File: src/rtl/ddma_pkg.sv
// Shared types for the DMA engine: send/receive FSM state codes and the receive
// buffer base address.
package ddma_pkg;

   typedef enum logic [2:0] {
      StSendIdle    = 3'd0,
      StSendHdr     = 3'd1,
      StSendSize    = 3'd2,
      StSendPayload = 3'd3,
      StSendDone    = 3'd4
   } send_state_e;

   typedef enum logic [2:0] {
      StRecvIdle    = 3'd0,
      StRecvSize    = 3'd2,
      StRecvPayload = 3'd3,
      StRecvWaitAck = 3'd4
   } recv_state_e;

   localparam logic [31:0] RECV_BASE = 32'h0;
   localparam logic [3:0]  WB_WORD   = 4'hF;
   localparam logic [3:0]  WB_READ   = 4'h0;

endpackage

File: src/rtl/ddma_arbiter.sv
// Memory-port arbiter: receive wins when contention starts, then ownership
// flips every INTERLEAVING_GRAIN cycles while both engines keep requesting.
module ddma_arbiter #(
   parameter int unsigned INTERLEAVING_GRAIN = 3
) (
   input  logic i_clk,
   input  logic i_reset,
   input  logic i_req_send,
   input  logic i_req_recv,
   output logic o_grant_send,
   output logic o_grant_recv
);

   localparam int unsigned CNT_W = 8;
   localparam logic [CNT_W-1:0] LAST_CNT =
      (INTERLEAVING_GRAIN > 1) ? CNT_W'(INTERLEAVING_GRAIN - 1) : '0;

   logic             r_owner_recv;
   logic [CNT_W-1:0] r_cnt;
   logic             w_both;

   assign w_both       = i_req_send & i_req_recv;
   assign o_grant_recv = i_req_recv & (~i_req_send | r_owner_recv);
   assign o_grant_send = i_req_send & (~i_req_recv | ~r_owner_recv);

   // Any break in contention hands the next contended cycle back to receive.
   always_ff @(posedge i_clk) begin
      if (i_reset) begin
         r_owner_recv <= 1'b1;
         r_cnt        <= '0;
      end else if (!w_both) begin
         r_owner_recv <= 1'b1;
         r_cnt        <= '0;
      end else if (r_cnt == LAST_CNT) begin
         r_owner_recv <= ~r_owner_recv;
         r_cnt        <= '0;
      end else begin
         r_cnt <= r_cnt + 1'b1;
      end
   end

endmodule

File: src/rtl/ddma_engine.sv
// DMA engine between a single-port RAM and a router port: sends a RAM block as a
// packet and concurrently stores an incoming packet at RECV_BASE.
module ddma_engine
   import ddma_pkg::*;
#(
   parameter int unsigned MEMORY_WIDTH       = 32,
   parameter int unsigned FLIT_WIDTH         = 32,
   parameter int unsigned INTERLEAVING_GRAIN = 3,
   parameter int unsigned ADDRESS            = 0
) (
   input  logic                    clock,
   input  logic                    reset,
   input  logic [31:0]             dest_in,
   input  logic [31:0]             addr_in,
   input  logic [31:0]             size_in,
   input  logic                    cmd_in,
   output logic                    irq_send_out,
   output logic                    irq_recv_out,
   output logic [2:0]              state_send_out,
   output logic [2:0]              state_recv_out,
   output logic                    mem_enable_out,
   output logic [MEMORY_WIDTH-1:0] mem_addr_out,
   output logic [MEMORY_WIDTH-1:0] mem_data_out,
   output logic [3:0]              mem_wb_out,
   input  logic [MEMORY_WIDTH-1:0] mem_data_in,
   input  logic                    rx_in,
   input  logic [FLIT_WIDTH-1:0]   rx_data_in,
   output logic                    rx_credit_out,
   output logic                    tx_out,
   output logic [FLIT_WIDTH-1:0]   tx_data_out,
   input  logic                    tx_credit_in,
   output logic                    tx_clock_out
);

   localparam logic [15:0]             SRC_ADDR  = 16'(ADDRESS);
   localparam logic [MEMORY_WIDTH-1:0] WORD_STEP = MEMORY_WIDTH'(4);

   send_state_e             r_send_state;
   recv_state_e             r_recv_state;
   logic                    r_cmd_q;
   logic [31:0]             r_dest;
   logic [31:0]             r_size;
   logic [MEMORY_WIDTH-1:0] r_rd_addr;
   logic [31:0]             r_rd_cnt;
   logic [31:0]             r_tx_cnt;
   logic                    r_rd_pend;
   logic [FLIT_WIDTH-1:0]   r_buf;
   logic                    r_buf_valid;
   logic                    r_irq_send;
   logic [MEMORY_WIDTH-1:0] r_wr_addr;
   logic [15:0]             r_rx_size;
   logic [15:0]             r_rx_cnt;
   logic                    r_irq_recv;

   logic                    w_cmd_rise;
   logic                    w_req_send;
   logic                    w_req_recv;
   logic                    w_grant_send;
   logic                    w_grant_recv;
   logic                    w_tx_valid;
   logic                    w_tx_fire;
   logic                    w_rx_fire;
   logic                    w_rd_issue;
   logic [FLIT_WIDTH-1:0]   w_tx_data;

   assign w_cmd_rise = cmd_in & ~r_cmd_q;

   assign w_req_send = (r_send_state == StSendHdr) || (r_send_state == StSendSize) ||
                       (r_send_state == StSendPayload);
   assign w_req_recv = rx_in && (r_recv_state != StRecvWaitAck);

   ddma_arbiter #(
      .INTERLEAVING_GRAIN (INTERLEAVING_GRAIN)
   ) u_arbiter (
      .i_clk        (clock),
      .i_reset      (reset),
      .i_req_send   (w_req_send),
      .i_req_recv   (w_req_recv),
      .o_grant_send (w_grant_send),
      .o_grant_recv (w_grant_recv)
   );

   assign w_tx_valid = (r_send_state == StSendHdr) || (r_send_state == StSendSize) ||
                       ((r_send_state == StSendPayload) && r_buf_valid);
   assign tx_out     = w_tx_valid & w_grant_send;
   assign w_tx_fire  = tx_out & tx_credit_in;

   // One-word prefetch: a read is only issued when its data has a free slot
   // waiting for it, so backpressure never overwrites an unsent word.
   assign w_rd_issue = (r_send_state == StSendPayload) && w_grant_send &&
                       (r_rd_cnt != r_size) && !r_rd_pend && (!r_buf_valid || w_tx_fire);

   assign rx_credit_out = (r_recv_state != StRecvWaitAck) & w_grant_recv;
   assign w_rx_fire     = rx_in & rx_credit_out;

   always_comb begin
      w_tx_data = '0;
      case (r_send_state)
         StSendHdr:     w_tx_data = FLIT_WIDTH'(r_dest);
         StSendSize:    w_tx_data = FLIT_WIDTH'({SRC_ADDR, r_size[15:0]});
         StSendPayload: w_tx_data = r_buf;
         default:       w_tx_data = '0;
      endcase
   end

   assign tx_data_out = w_tx_data;

   always_comb begin
      mem_enable_out = 1'b0;
      mem_addr_out   = '0;
      mem_data_out   = '0;
      mem_wb_out     = WB_READ;
      if (w_rx_fire) begin
         mem_enable_out = 1'b1;
         mem_addr_out   = r_wr_addr;
         mem_data_out   = MEMORY_WIDTH'(rx_data_in);
         mem_wb_out     = WB_WORD;
      end else if (w_rd_issue) begin
         mem_enable_out = 1'b1;
         mem_addr_out   = r_rd_addr;
      end
   end

   always_ff @(posedge clock) begin
      if (reset) begin
         r_cmd_q <= 1'b0;
      end else begin
         r_cmd_q <= cmd_in;
      end
   end

   always_ff @(posedge clock) begin
      if (reset) begin
         r_send_state <= StSendIdle;
         r_dest       <= '0;
         r_size       <= '0;
         r_rd_addr    <= '0;
         r_rd_cnt     <= '0;
         r_tx_cnt     <= '0;
         r_rd_pend    <= 1'b0;
         r_buf        <= '0;
         r_buf_valid  <= 1'b0;
         r_irq_send   <= 1'b0;
      end else begin
         r_rd_pend <= w_rd_issue;
         if (r_rd_pend) begin
            r_buf       <= FLIT_WIDTH'(mem_data_in);
            r_buf_valid <= 1'b1;
         end else if (w_tx_fire && (r_send_state == StSendPayload)) begin
            r_buf_valid <= 1'b0;
         end
         if (w_rd_issue) begin
            r_rd_addr <= r_rd_addr + WORD_STEP;
            r_rd_cnt  <= r_rd_cnt + 32'd1;
         end
         case (r_send_state)
            StSendIdle: begin
               if (w_cmd_rise && (size_in != 32'd0)) begin
                  r_dest       <= dest_in;
                  r_size       <= size_in;
                  r_rd_addr    <= MEMORY_WIDTH'(addr_in);
                  r_rd_cnt     <= '0;
                  r_tx_cnt     <= '0;
                  r_buf_valid  <= 1'b0;
                  r_send_state <= StSendHdr;
               end
            end
            StSendHdr: begin
               if (w_tx_fire) r_send_state <= StSendSize;
            end
            StSendSize: begin
               if (w_tx_fire) r_send_state <= StSendPayload;
            end
            StSendPayload: begin
               if (w_tx_fire) begin
                  r_tx_cnt <= r_tx_cnt + 32'd1;
                  if (r_tx_cnt == r_size - 32'd1) begin
                     r_send_state <= StSendDone;
                     r_irq_send   <= 1'b1;
                  end
               end
            end
            StSendDone: begin
               if (w_cmd_rise) begin
                  r_irq_send   <= 1'b0;
                  r_send_state <= StSendIdle;
               end
            end
            default: r_send_state <= StSendIdle;
         endcase
      end
   end

   always_ff @(posedge clock) begin
      if (reset) begin
         r_recv_state <= StRecvIdle;
         r_wr_addr    <= MEMORY_WIDTH'(RECV_BASE);
         r_rx_size    <= '0;
         r_rx_cnt     <= '0;
         r_irq_recv   <= 1'b0;
      end else begin
         if (w_rx_fire) r_wr_addr <= r_wr_addr + WORD_STEP;
         case (r_recv_state)
            StRecvIdle: begin
               if (w_rx_fire) r_recv_state <= StRecvSize;
            end
            StRecvSize: begin
               if (w_rx_fire) begin
                  r_rx_size <= rx_data_in[15:0];
                  r_rx_cnt  <= '0;
                  if (rx_data_in[15:0] == 16'd0) begin
                     r_recv_state <= StRecvWaitAck;
                     r_irq_recv   <= 1'b1;
                  end else begin
                     r_recv_state <= StRecvPayload;
                  end
               end
            end
            StRecvPayload: begin
               if (w_rx_fire) begin
                  r_rx_cnt <= r_rx_cnt + 16'd1;
                  if (r_rx_cnt == r_rx_size - 16'd1) begin
                     r_recv_state <= StRecvWaitAck;
                     r_irq_recv   <= 1'b1;
                  end
               end
            end
            StRecvWaitAck: begin
               // A zero-size command is the receive acknowledge.
               if (w_cmd_rise && (size_in == 32'd0)) begin
                  r_irq_recv   <= 1'b0;
                  r_wr_addr    <= MEMORY_WIDTH'(RECV_BASE);
                  r_recv_state <= StRecvIdle;
               end
            end
            default: r_recv_state <= StRecvIdle;
         endcase
      end
   end

   assign irq_send_out   = r_irq_send;
   assign irq_recv_out   = r_irq_recv;
   assign state_send_out = r_send_state;
   assign state_recv_out = r_recv_state;
   assign tx_clock_out   = clock;

endmodule

File: config.mk
export PLATFORM = sky130hd
export DESIGN_NAME = ddma_engine
export DESIGN_NICKNAME = d
export VERILOG_FILES = /design/src/rtl/ddma_pkg.sv /design/src/rtl/ddma_arbiter.sv /design/src/rtl/ddma_engine.sv
export SDC_FILE = /design/constraint.sdc
export NUM_CORES = 1
export LEC_CHECK = 0
export CORE_MARGIN = 2
export CORE_UTILIZATION = 44
export CTS_CLUSTER_SIZE = 40
export DETAILED_ROUTE_END_ITERATION = 10
export GPL_ROUTABILITY_DRIVEN = 0
export PLACE_DENSITY = 0.7
export SLEW_MARGIN = 30
export SYNTH_ARGS = -nofsm -noshare
export SYNTH_HDL_FRONTEND = slang
export SYNTH_SLANG_ARGS = --single-unit
File: constraint.sdc
create_clock -name clock -period 4.74 [get_ports clock]
set_input_delay 0.948 -clock clock [delete_from_list [all_inputs] [get_ports clock]]
set_output_delay 0.948 -clock clock [all_outputs]
set_load 0.05 [all_outputs]
# [After elaboration in Yosys (flattened, before gate mapping)]
# Index checks and enable logic that the tools add are counted.
[word_totals] ff_bits=276 inputBits=165 word_cells=149 out_inout_bits=112
[classes] n_addsub=8 reduce_logical=34 n_mux=50 bitwise=15 n_eq_ne=24
[ops] op="2-to-1 mux 32 bit" count=14
[ops] op="case mux 32 bit (3 select lines)" count=1
[ops] op="adder 32 x 1 -> 32 bit, second input constant" count=2
[ops] op="adder 32 x 3 -> 32 bit, second input constant" count=2
[ops] op="case mux 32 bit (2 select lines)" count=1
[ops] op="2-to-1 mux 3 bit" count=12
[ops] op="equality test 32 bit" count=1
[ops] op="logical NOT 32 bit" count=1
[ops] op="2-to-1 mux 16 bit" count=2
[ops] op="!= test 32 bit" count=1
[ops] op="case mux 16 bit (2 select lines)" count=1
[ops] op="nonzero test 32 bit" count=1
[ops] op="subtractor 32 x 1 -> 32 bit, second input constant" count=1
[ops] op="!= test 2 bit, second input constant" count=11
[ops] op="adder 16 x 1 -> 16 bit, second input constant" count=1
[ops] op="equality test 16 bit" count=1
[ops] op="logical NOT 16 bit" count=1
[ops] op="subtractor 16 x 1 -> 16 bit, second input constant" count=1
[ops] op="case mux 3 bit (5 select lines)" count=1
[ops] op="2-to-1 mux 1 bit" count=14
[ops] op="equality test 3 x 2 -> 1 bit, second input constant" count=4
[ops] op="case mux 3 bit (4 select lines)" count=1
[ops] op="AND reduction 6 bit" count=2
[ops] op="logical AND 1 bit" count=9
[ops] op="23 further kinds" count=45

# [Depth between registers and ports, before layout]
# Gate-level depths: netlist (run 1).
[depth] word_depth=12 ltp_mapped=12

# [By module]
# From an unflattened synthesis (run 1), not the netlist that was laid out.
[hier_totals] cells_unflattened=1896 area_unflattened_um2=14652.8
[modules_own_cells] module="ddma_engine" cells_per_inst=1850 seq_area_each_um2=5305.1 instances=1 area_each_um2=14243.7
[modules_own_cells] module="ddma_arbiter" cells_per_inst=46 seq_area_each_um2=180.2 instances=1 area_each_um2=409.1

==> flow_summary.yaml, run 1 <==
min_path:
  hp-class: "reg2reg"
  hold_depth: 2
route:
  ant_nets: 0
  avgRoutedWirePerCell_um: 18.35
  vias_per_cell: 5.540
  vias: 13770
  wirelength_mm: 45.62
  dr.first_iter.drc_count: 1021
  first_pass_iters: 5
  drc: 0
clock_tree:
  post_cts_buffers: 0
  clkLatencyLatePin_ns: 0.68
  post_cts_resized: 0
  clk_pin_slew_ns: 0.06
  ctsHoldBuffers: 0
  cts_tree: "built"
placement:
  post-place-ws_ns: 0.7453
  dp_hpwl_mm: 33.37
  portBuffers: 276
critical_path:
  crit_fanout: 13
  cp.required_ns: 3.79
  crit_slowest_cell: "clkdlybuf4s50_1"
  cp_num_cells: 6
  cp_top_family: "simple AND/OR/NAND/NOR gates"
  end_kind: "primary output"
  r2r_cells: 9
  max_stage_delay_ns: 0.77
  cp.buffers_inverters: 1
  critical_path.startpoint_type: "register"
  critical_path_class: "reg2out"
  reg2reg_slack_ns: 1.35
  crit_arrival_ns: 3.47
  crit_chain: "xnor2_1 -> nand4_1 -> nor4_1 -> a21o_4 -> nand2_1 -> clkdlybuf4s50_1"
die:
  core_um2: 32450
  chipWidth_um: 185.5
  rows: 66
  dieArea_um2: 34400
  die_h_um: 185.5
  start_util_pct: 44.64
  pin_count: 277
sta:
  rsz0062_at_grt: "no"
  finalCritPeriodShare_pct: 93.30
  timing.slew.headroom_pct: 39.99
  maxSlewViolCount: 0
  skew_ns: 0.02789
  tightest_slew_ns: 0.9002
  fmax_mhz: 226.1
  hold_violations: 0
  fin_setup_tns_ns: 0
  setup_viol: 0
  period_needed_ns: 4.422
  setup_slack_ns: 0.3176
final_layout:
  final_cell_mix: "dfxtp_1, nand2_1, nor2_1"
  drive_gt1_share_pct: 9.720
  final_common_cell: "dfxtp_1"
  area_growth_pct: 31.15
  fillers: 2926
  nets: 2188
synth:
  syn_nets: 1973
  synth_edf_count: 0
  synth_warnings: 0
  synthArstFlopShare_pct: 0
  synthDistinctLibCells: 72
  netlist_area_um2: 14490
  ys_seq_area_share_pct: 37.86
  ys.flop_type: "dfxtp_1"
  syn_avg_cell_area_um2: 8.058
  synth-seq-cells: 274
  synthCells: 1798
grt:
  antenna_found_initial: 7
  grt_remaining_overflow: 0
  grt_pass1_vias: 13060
  grt_max_degree: 87
  track_usage_pct: 25.93
  grt_pass1_wl_mm: 70.60
pwr:
  cellPowerDensity_nw_per_um2: 381.2
  peakVddDrop_mv: 0.3722
  p_leak_nw: 6.822
flow_run:
  cap_violations: 0
outcome:
  status: "finished clean"
-- stage by stage --
step | util, % | instance area [µm²] | power [mW] | cells | hold slack (ns)
6_report | 58.55 | 19000 | 7.244 | 2486 | 0.4545
3_5_place_dp | 54.82 | 17790 | 4.551 | 2420 | 0.4472
2_1_floorplan | - | 14490 | 3.929 | 1798 | 0.4258
5_1_grt | 58.55 | 19000 | 7.541 | 2486 | 0.4688
4_1_cts | 58.49 | 18980 | 7.264 | 2479 | 0.4565
3_3_place_gp | 54.82 | 17790 | 4.514 | 2420 | 0.4371
-- routing by layer --
layer | GRT usage [%] | vias up | routed length (µm)
met5 | 0 | - | 13
met3 | 4.481 | 101 | 3003
met2 | 43.04 | 484 | 21350
met1 | 33.48 | 6547 | 19720
met4 | 10.22 | 2 | 1528
li1 | - | 6639 | -
-- flip-flops by register name, indices dropped and copies added (netlist names), 3 cells and up --
signal and count:
r_rd_cnt 32, r_rx_cnt 16, r_tx_cnt 32, r_buf 32, r_rx_size 16, r_size 32, r_rd_addr 32, state_send_out 3
u_arbiter.r_cnt 8, r_wr_addr 30, r_dest 32, state_recv_out 3
-- area by class of cell --
cell class	instances	area, µm²	share of cell area (%)
diodes	7	17.52	0.09218
repair buffers	296	3216	16.92
clock buffers	42	925.9	4.873
flip-flops and latches	274	5487	28.87
inverters	29	108.9	0.5729
multi-input cells	1378	8421	44.31
clock inverters	18	274.0	1.442
well taps	442	553.0	2.910
-- power by group --
group	internal [mW]	switching, mW	total [mW]
Sequential	2.46	0.244	2.70
Combinational	0.704	1.08	1.78
Clock	1.71	1.05	2.76
Total	4.87	2.37	7.24
-- synthesized netlist by cell type, types with 29 or more instances --
cell type	instances	area share, %
a21oi_1	123	4.2
clkbuf_1	88	2.3
nand2_1	254	6.6
and2_1	39	1.7
nand3_1	60	2.1
xor2_1	94	5.7
mux2i_1	37	2.6
a22o_1	42	2.5
nor4_1	33	1.4
dfxtp_1	274	38
xnor2_1	117	7.1
and3_1	39	1.7
nor2_1	235	6.1
nor3_1	29	1.0
nand4_1	36	1.6
-- tightest hold or removal path, delay by kind of cell, from the launching register on --
family          cells  cell delay [ns]
compound gates      1             0.05
flops               1             0.31
simple gates        1             0.05
-- path summary, 6_finish.rpt --
path                           from             end
setup / recovery          r_size[7]  mem_enable_out
hold / removal           r_dest[14]      r_dest[14]
setup reg to reg  state_recv_out[0]    r_rx_cnt[15]
hold reg to reg          r_dest[14]      r_dest[14]
-- cells by family (layout without fill, tap and decap cells) --
| family | Yosys count | count (layout) | share of synthesized area [%] |
|---|---|---|---|
| AO/OA/AOI/OAI | 281 | 281 | 12.67 |
| XOR/XNOR | 211 | 211 | 12.75 |
| adder cells (fa/ha/maj) | 10 | 10 | 0.8636 |
| buffers and inverters | 146 | 385 | 4.197 |
| flip-flops | 274 | 274 | 37.86 |
| multiplexers | 55 | 55 | 3.955 |
| other | 0 | 7 | 0 |
| AND/OR/NAND/NOR | 821 | 821 | 27.70 |
Power figures use the tool's default switching activity.
==> run 2: changes to the inputs <==
==> constraint.sdc (replaced) <==
create_clock -name clock -period 4.97 [get_ports clock]
set_input_delay 0.994 -clock clock [delete_from_list [all_inputs] [get_ports clock]]
set_output_delay 0.994 -clock clock [all_outputs]
set_load 0.05 [all_outputs]
==> run 2 against run 1 <==
  * Hold slack worse by 0.00058 ns
  * Cell count is 0.12% lower
  * Largest power group is now registers
  * Global-route usage grew 0.16 points
  * First-iteration DRC count grew 1.9%
  * Via count is 0.17% higher
  * Sequential share of layout area decreased by 0.49 points
==> flow_summary.yaml, run 2 (synthesis gave the netlist of run 1 again) <==
route:
  drc: 0
  ant_nets: 0
  first_pass_iters: 5
  avgRoutedWirePerCell_um: 18.43
  wirelength_mm: 45.76
  dr.first_iter.drc_count: 1040
  vias_per_cell: 5.557
  vias: 13800
clock_tree:
  ctsHoldBuffers: 0
  post_cts_resized: 0
  post_cts_buffers: 0
  clk_pin_slew_ns: 0.06
  cts_tree: "built"
  clkLatencyLatePin_ns: 0.68
pwr:
  p_leak_nw: 6.927
  cellPowerDensity_nw_per_um2: 355.9
  peakVddDrop_mv: 0.3125
grt:
  top_usage_layer: "met2"
  grt_remaining_overflow: 0
  grt_pass1_vias: 13060
  track_usage_pct: 26.09
  grtUsageMet3_pct: 3.854
  grt_pass1_wl_mm: 71.15
  antenna_found_initial: 6
  grt_use_met2_pct: 43.82
  grt_max_degree: 125
  grt_use_met1_pct: 33.57
final_layout:
  fillers: 2794
  final_cell_mix: "dfxtp_1, nand2_1, nor2_1"
  drive_gt1_share_pct: 9.435
  seq_area_um2: 5487
  area_growth_pct: 33.43
  multi_input_area_um2: 8418
  nets: 2186
  fin_area_um2: 19330
  final_common_cell: "dfxtp_1"
min_path:
  whs_endpoint: "r_dest[2]"
  hp-class: "reg2reg"
  hold_depth: 2
  min-delay-start: "r_dest[2]"
sta:
  fmax_mhz: 225.8
  hold_violations: 0
  setup_viol: 0
  rsz0062_at_grt: "no"
  period_needed_ns: 4.429
  maxSlewViolCount: 0
  tightest_slew_ns: 1.011
  finalCritPeriodShare_pct: 89.11
  timing.slew.headroom_pct: 32.36
  skew_ns: 0.02561
  setup_slack_ns: 0.5410
  fin_setup_tns_ns: 0
critical_path:
  critical_path.startpoint_type: "register"
  rr_endpoint: "r_rx_size[0]"
  critical_path_class: "reg2out"
  crit_fanout: 37
  end_kind: "primary output"
  r2r_cells: 9
  r2r_start: "state_send_out[2]"
  reg2reg_slack_ns: 1.39
  crit_arrival_ns: 3.44
  cp.required_ns: 3.98
outcome:
  status: "finished clean"
die:
  chipWidth_um: 185.5
  dieArea_um2: 34400
  pin_count: 277
  die_h_um: 185.5
  rows: 66
  start_util_pct: 44.64
  core_um2: 32450
placement:
  dp_hpwl_mm: 33.44
  placed_cell_area_um2: 18170
  portBuffers: 276
  post-place-ws_ns: 0.8189
flow_run:
  cap_violations: 0
run 2: changes by cell type in the layout (fill, tap and decap cells not counted), moves of 2 or more:
| cell | previous run | this run |
|---|---|---|
| buf_4 | 51 | 16 |
| clkbuf_1 | 2 | 4 |
| clkbuf_8 | 6 | 8 |
| clkinvlp_4 | 6 | 1 |
| buf_12 | 38 | 69 |
| bufinv_16 | 6 | 4 |
| inv_6 | 0 | 2 |
| clkinv_2 | 3 | 5 |
run 2: layout make-up:
class                      count  area share (%)
timing repair buffer         294           18.59
inverter                      29          0.5631
sequential                   274           28.38
antenna                        6         0.07766
clock inverter                14           1.010
tap                          442           2.861
clock buffer                  46           4.971
multi-input combinational   1378           43.54
run 2: per-stage QoR:
step / instances / power, mW / util (%) / hold slack, ns
after floorplan: 1798 / 3.747 / - / 0.4258
final: 2483 / 6.880 / 59.57 / 0.4539
after global routing: 2482 / 7.155 / 59.56 / 0.4773
after detailed placement: 2418 / 4.405 / 55.98 / 0.4470
after global placement: 2418 / 4.361 / 55.98 / 0.4401
after CTS: 2477 / 6.901 / 59.51 / 0.4562
run 2: worst max path at each step:
stage	depth (start not counted)	slack (ns)	startpoint	to
floorplan	8	0.23	state_recv_out[2]	tx_out
global placement	1	0.82	clock	tx_clock_out
detailed placement	1	0.82	clock	tx_clock_out
CTS	3	0.55	clock	tx_clock_out
global route	9	0.41	r_size[12]	mem_addr_out[6]
finish	9	0.54	r_size[12]	mem_addr_out[6]
run 2: power by group:
group | switching, mW | internal (mW) | total (mW)
clock network | 0.986 | 1.56 | 2.54
registers | 0.228 | 2.34 | 2.57
logic | 1.05 | 0.715 | 1.77
run 2: critical path: stages (launching register included):
cell     delay, ns
dfxtp_1       0.71
xnor2_1       0.18
nand4_1       0.09
nor4_1        0.57
a21o_4        0.33
inv_1         0.13
buf_4         0.28
nand2_1       0.11
o21ai_0       0.14
buf_12        0.19
run 2: layer usage:
layer | up-vias | routed length, µm | part of all wire (%)
met5 | - | 0 | 0
met4 | 0 | 1624 | 3.5
met3 | 94 | 2980 | 6.5
met2 | 501 | 21470 | 47
met1 | 6557 | 19680 | 43
li1 | 6645 | - | -
==> run 3: changes to the inputs <==
--- a/config.mk
+++ b/config.mk
@@ -11,6 +11,7 @@
 export DETAILED_ROUTE_END_ITERATION = 10
 export GPL_ROUTABILITY_DRIVEN = 0
 export PLACE_DENSITY = 0.7
+export SKIP_CTS_REPAIR_TIMING = 1
 export SLEW_MARGIN = 30
 export SYNTH_ARGS = -nofsm -noshare
 export SYNTH_HDL_FRONTEND = slang
==> results of run 3 <==
No change in the layout: final DEF, timing and power equal those of run 2.
